==> src/rtl/writeback_arbiter.sv <==
// Write-side driver for the 32x32 register file. Merges the single-cycle ALU
// result path (priority) with a FIFO-buffered load/mul path, drops x0 writes,
// kills queued results made stale by a younger ALU write, bounds FIFO
// starvation, and forwards the in-flight write to the decode read ports.
module writeback_arbiter #(
   parameter int XLEN         = 32,
   parameter int DEPTH        = 4,
   parameter int STARVE_LIMIT = 3
) (
   input  logic                       CLK,
   input  logic                       rstControl,
   input  logic                       alu_valid,
   output logic                       alu_ready,
   input  logic [4:0]                 alu_rd,
   input  logic [XLEN-1:0]            alu_data,
   input  logic                       mem_valid,
   output logic                       mem_ready,
   input  logic [4:0]                 mem_rd,
   input  logic [XLEN-1:0]            mem_data,
   output logic                       WE,
   output logic [4:0]                 rd,
   output logic [XLEN-1:0]            writeBack,
   input  logic [4:0]                 rs,
   input  logic [4:0]                 rt,
   input  logic [XLEN-1:0]            A_rf,
   input  logic [XLEN-1:0]            B_rf,
   output logic [XLEN-1:0]            A,
   output logic [XLEN-1:0]            B,
   output logic [$clog2(DEPTH):0]     fifo_count
);

   localparam int PW = $clog2(DEPTH);
   localparam int CW = PW + 1;
   localparam int SW = $clog2(STARVE_LIMIT + 1);

   // Load/mul FIFO storage; the kill bit travels with each entry.
   logic [4:0]       fifo_rd_q   [DEPTH];
   logic [XLEN-1:0]  fifo_data_q [DEPTH];
   logic [DEPTH-1:0] fifo_kill_q;

   logic [PW-1:0]    wr_ptr_q, wr_ptr_d;
   logic [PW-1:0]    rd_ptr_q, rd_ptr_d;
   logic [CW-1:0]    count_q,  count_d;
   logic [SW-1:0]    starve_cnt_q, starve_cnt_d;
   logic             starve_q, starve_d;

   logic             we_q, we_d;
   logic [4:0]       rd_q, rd_d;
   logic [XLEN-1:0]  wb_q, wb_d;

   logic             alu_acc, push, pop, kill_hit;
   logic             slot_vld, slot_kill;
   logic [4:0]       slot_rd;
   logic [XLEN-1:0]  slot_data;

   assign alu_ready  = !starve_q;
   assign mem_ready  = (count_q != CW'(DEPTH));
   assign fifo_count = count_q;

   assign alu_acc  = alu_valid && alu_ready;
   assign push     = mem_valid && mem_ready;
   assign pop      = !alu_acc && (count_q != '0);
   // An ALU write to a real register makes any queued result for it stale.
   assign kill_hit = alu_acc && (alu_rd != 5'd0);

   // Arbitration: pick this cycle's write slot and the next control state.
   always_comb begin
      slot_vld  = alu_acc || pop;
      slot_rd   = alu_acc ? alu_rd   : fifo_rd_q[rd_ptr_q];
      slot_data = alu_acc ? alu_data : fifo_data_q[rd_ptr_q];
      slot_kill = !alu_acc && fifo_kill_q[rd_ptr_q];

      we_d = slot_vld && (slot_rd != 5'd0) && !slot_kill;
      rd_d = slot_rd;
      wb_d = slot_data;

      wr_ptr_d = push ? wr_ptr_q + PW'(1) : wr_ptr_q;
      rd_ptr_d = pop  ? rd_ptr_q + PW'(1) : rd_ptr_q;

      count_d = count_q;
      if (push && !pop)      count_d = count_q + CW'(1);
      else if (!push && pop) count_d = count_q - CW'(1);

      // Only ALU wins can hold the FIFO off; any pop or an empty FIFO resets the run.
      starve_cnt_d = starve_cnt_q;
      if (pop || (count_q == '0)) starve_cnt_d = '0;
      else if (alu_acc)           starve_cnt_d = starve_cnt_q + SW'(1);
      starve_d = (starve_cnt_d == SW'(STARVE_LIMIT));
   end

   // Control state: pointers, occupancy, starvation tracking.
   always_ff @(posedge CLK) begin
      if (rstControl) begin
         wr_ptr_q     <= '0;
         rd_ptr_q     <= '0;
         count_q      <= '0;
         starve_cnt_q <= '0;
         starve_q     <= 1'b0;
      end else begin
         wr_ptr_q     <= wr_ptr_d;
         rd_ptr_q     <= rd_ptr_d;
         count_q      <= count_d;
         starve_cnt_q <= starve_cnt_d;
         starve_q     <= starve_d;
      end
   end

   // FIFO storage: mark stale entries, then write the incoming entry (same-cycle kill included).
   always_ff @(posedge CLK) begin
      for (int i = 0; i < DEPTH; i++) begin
         if (kill_hit && (fifo_rd_q[i] == alu_rd)) fifo_kill_q[i] <= 1'b1;
      end
      if (push) begin
         fifo_rd_q[wr_ptr_q]   <= mem_rd;
         fifo_data_q[wr_ptr_q] <= mem_data;
         fifo_kill_q[wr_ptr_q] <= kill_hit && (mem_rd == alu_rd);
      end
   end

   // ---- arbitration -> register-file write port ----
   // Output register: one-cycle latency from arbitration to WE/rd/writeBack.
   always_ff @(posedge CLK) begin
      if (rstControl) begin
         we_q <= 1'b0;
         rd_q <= '0;
         wb_q <= '0;
      end else begin
         we_q <= we_d;
         rd_q <= rd_d;
         wb_q <= wb_d;
      end
   end

   assign WE        = we_q;
   assign rd        = rd_q;
   assign writeBack = wb_q;

   // The in-flight write has not reached the file yet, so decode must see it here.
   assign A = (we_q && (rd_q == rs) && (rs != 5'd0)) ? wb_q : A_rf;
   assign B = (we_q && (rd_q == rt) && (rt != 5'd0)) ? wb_q : B_rf;

endmodule

==> config.mk <==
export PLATFORM = sky130hd
export DESIGN_NAME = writeback_arbiter
export DESIGN_NICKNAME = d
export VERILOG_FILES = /design/src/rtl/writeback_arbiter.sv
export SDC_FILE = /design/constraint.sdc
export NUM_CORES = 1
export LEC_CHECK = 0
export ABC_AREA = 1
export CORE_AREA = 2 2 142 144
export DETAILED_ROUTE_END_ITERATION = 12
export DIE_AREA = 0 0 144 146
export PLACE_DENSITY = 0.86
export SLEW_MARGIN = 20
export SYNTH_ARGS = -nofsm -noshare
export SYNTH_HDL_FRONTEND = slang
export SYNTH_SLANG_ARGS = --single-unit
==> constraint.sdc <==
create_clock -name CLK -period 3.8 [get_ports CLK]
set_clock_uncertainty 0.2 [all_clocks]
set_input_delay 0.76 -clock CLK [delete_from_list [all_inputs] [get_ports CLK]]
set_output_delay 0.76 -clock CLK [all_outputs]
set_load 0.05 [all_outputs]
==> flow_summary_export.csv <==
group,metric,value,unit
global_route,grt_usage,23.0,%
cts,cts.path.max_buffers,3,
final_layout,seq_area,0.00553,mm2
flow_run,drv_cap,0,
logic_synthesis,ys_seq_elements,202,
timing,tightest_slew,0.906,ns
global_route,antenna_found_initial,2,
drt,first_pass_iters,5,
global_route,grt_first_pass_wirelength,37500,um
setup_path,required,2.84,ns
cts,cts_sinks,202,
cts,cts_resized,0,
cts,clockRootBuffer,"clkbuf_16",
timing,post-route-period-util,92.1,%
outcome,outcome,"finished clean",
place,port_buffers,258,
cts,hold_buffers,0,
place,gp_congestion,0.892,
power_and_ir_drop,ir_drop,0.421,mV
global_route,overflow,0,
final_layout,fill_cells,1367,
timing,maxSlewViolCount,0,
drt,vias,7454,
setup_path,cp-start-kind,"input pin",
setup_path,crit_type,"in2out",
logic_synthesis,synth_nets,1079,
drt,ant_nets,0,
drt,wl,24600,um
place,dp_hpwl,17200,um
cts,clk_pin_slew,0.06,ns
timing,relSlewSlack,39.5,%
global_route,grt_pass1_vias,7427,
logic_synthesis,synthMostInstantiatedCell,"edfxtp_1",
timing,setup_tns,0,ns
timing,max_freq,286,MHz
floorplanning,die_w,144,um
floorplanning,die_h,146,um
floorplanning,start_util,48.4,%
logic_synthesis,ys_top_cells_by_area,"edfxtp_1 (48%), dfxtp_1 (12%), o21ai_2 (5.8%)",
logic_synthesis,synth.cell_area,0.00935,mm2
floorplanning,die_area,0.0210,mm2
final_layout,syn2layout_area_growth,43.6,%
timing,setup_violations,0,
logic_synthesis,netlist.area_leader.share,47.5,%
logic_synthesis,synth_edf_count,148,
cts,post_cts_buffers,0,
logic_synthesis,async_flop_share,0,%
logic_synthesis,yosysSeqAreaShare,59.1,%
drt,drc,0,
logic_synthesis,avgSynthCellArea,10.2,um2
floorplanning,ios,259,
final_layout,fin_nets,1325,
logic_synthesis,yosysTopAreaCell,"edfxtp_1",
final_layout,drive_above_1_share,15.9,%
logic_synthesis,yosys-top-cells-count,"edfxtp_1 (148), nand2_1 (135), inv_1 (118), nor2_1 (84), o21ai_0 (78)",
floorplanning,core_region_area,0.0193,mm2
drt,avgViaCountPerCell,5.14,
timing,hold_viol,0,
cts,clock_latency,0.49,ns
cts,cts_buffers,21,
logic_synthesis,synth_cell_types,34,
logic_synthesis,syn-instance-count,921,
global_route,grt_max_degree,75,
drt,drt_iter0_markers,418,
setup_path,crit_slowest_cell,"clkdlybuf4s50_1",
setup_path,arrival,2.54,ns
floorplanning,rows,51,
logic_synthesis,synth_warnings,0,
setup_path,critPathMaxFanout,34,
hold_path,hold_class,"reg2reg",
power_and_ir_drop,p_per_area,522,mW/mm2
power_and_ir_drop,power,7010,uW
cts,cts_tree,"yes",
setup_path,crit_path_end_kind,"output pin",
logic_synthesis,synth-main-ff-cell,"edfxtp_1",
final_layout,multi_input_area,0.00301,mm2
setup_path,path_cells,"clkdlybuf4s50_1 -> inv_1 -> nand3_1 -> o21ai_0 -> nand2_1 -> nand2_4 -> buf_12 -> nand2_1 -> o21ai_1 -> buf_12",
setup_path,critPathMaxStageDelay,0.45,ns
cts,cts_max_level,1,
timing,rsz0062_at_grt,"false",
drt,routedWlPerCell,17.0,um
timing,final.min_clock_period,3.50,ns
power_and_ir_drop,cellLeakagePower,0.00547,uW
## final cells by class
class / count / share of cell area [%]
flip-flops and latches: 202 / 41.2
repair buffers: 274 / 25.5
multi-input cells: 544 / 22.4
inverters: 124 / 3.47
clock inverters: 10 / 0.596
well taps: 265 / 2.47
diodes: 2 / 0.0373
clock buffers: 28 / 4.41
## cells by family (layout without fill, tap and decap cells)
kind of cell               Yosys count  in the layout  synth area share [%]
and+or+nand+nor                    258            258                  11.3
AOI/OAI and AO/OA                  254            254                  17.5
DFF                                202            202                  59.1
buffers and inverters              175            436                  8.80
xor gates and xnor gates            26             26                  2.44
adders and majority gates            6              6                 0.883
other                                0              2                     0
## power breakdown
| part | internal [uW] | leakage, uW | switching [uW] |
|---|---|---|---|
| sequential | 2670 | 0.00181 | 119 |
| combinational | 839 | 0.00333 | 1420 |
| clock | 1160 | 0.000328 | 793 |
| total | 4670 | 0.00547 | 2340 |
## sequential cells by signal, summed over array words and instances, names as in the netlist, 2 cells and up, named ones only
signal        count
wr_ptr_q          2
writeBack        32
fifo_data_q     128
fifo_count        3
fifo_kill_q       4
fifo_rd_q        20
rd                5
starve_cnt_q      2
rd_ptr_q          2
## worst max-delay path, delay by kind of cell
family                 cells  cell delay (ns)
AO/OA/AOI/OAI              2             0.29
buffers and inverters      4             0.95
AND/OR/NAND/NOR            4             0.50
## placed cells by master (no fill, tap or decap), types with 2 or more instances in the layout
| master | instances |
|---|---|
| or2_1 | 4 |
| o22ai_1 | 33 |
| dfxtp_1 | 53 |
| a31oi_1 | 2 |
| inv_1 | 115 |
| nor2_1 | 83 |
| nand4_1 | 2 |
| clkinv_2 | 2 |
| nand2_1 | 135 |
| clkinv_1 | 5 |
| clkbuf_8 | 4 |
| o21ai_0 | 78 |
| o21ai_2 | 62 |
| diode_2 | 2 |
| buf_4 | 10 |
| clkbuf_1 | 3 |
| inv_2 | 8 |
| o21ai_1 | 33 |
| a21oi_1 | 12 |
| ha_1 | 5 |
| xnor2_1 | 3 |
| o21bai_1 | 33 |
| nor3_1 | 4 |
| clkdlybuf4s50_1 | 194 |
| clkbuf_16 | 21 |
| buf_12 | 70 |
| xor2_1 | 23 |
| edfxtp_1 | 148 |
| nand3_1 | 24 |
## per-stage QoR
stage          instances  hold slack, ns  setup WS (ns)  cell area [um2]  utilization [%]
3_3_place_gp        1409           0.236          0.356            12800             66.0
6_report            1449           0.251          0.302            13400             69.5
3_5_place_dp        1409           0.241          0.286            12800             66.0
4_1_cts             1447           0.255          0.289            13400             69.4
2_1_floorplan        921           0.226          0.623             9350                -
5_1_grt             1449           0.291          0.143            13400             69.5
## worst paths after layout
kind                   startpoint              end  slack [ns]  cells after the start
hold / removal    starve_cnt_q[0]  starve_cnt_q[0]        0.25                      1
setup reg to reg    fifo_count[1]    fifo_count[2]        1.53                     12
hold reg to reg   starve_cnt_q[0]  starve_cnt_q[0]        0.25                      1
setup / recovery            rt[2]            B[14]        0.30                     10
## per-layer routing
| metal | GRT usage (%) | up-vias | part of all wire [%] |
|---|---|---|---|
| li1 | - | 3607 | - |
| met5 | 0 | - | 0 |
| met2 | 41.4 | 314 | 51 |
| met3 | 4.41 | 59 | 7.8 |
| met1 | 26.4 | 3474 | 37 |
| met4 | 9.90 | 0 | 3.3 |
Note: power is estimated with default switching activity, not from simulation.
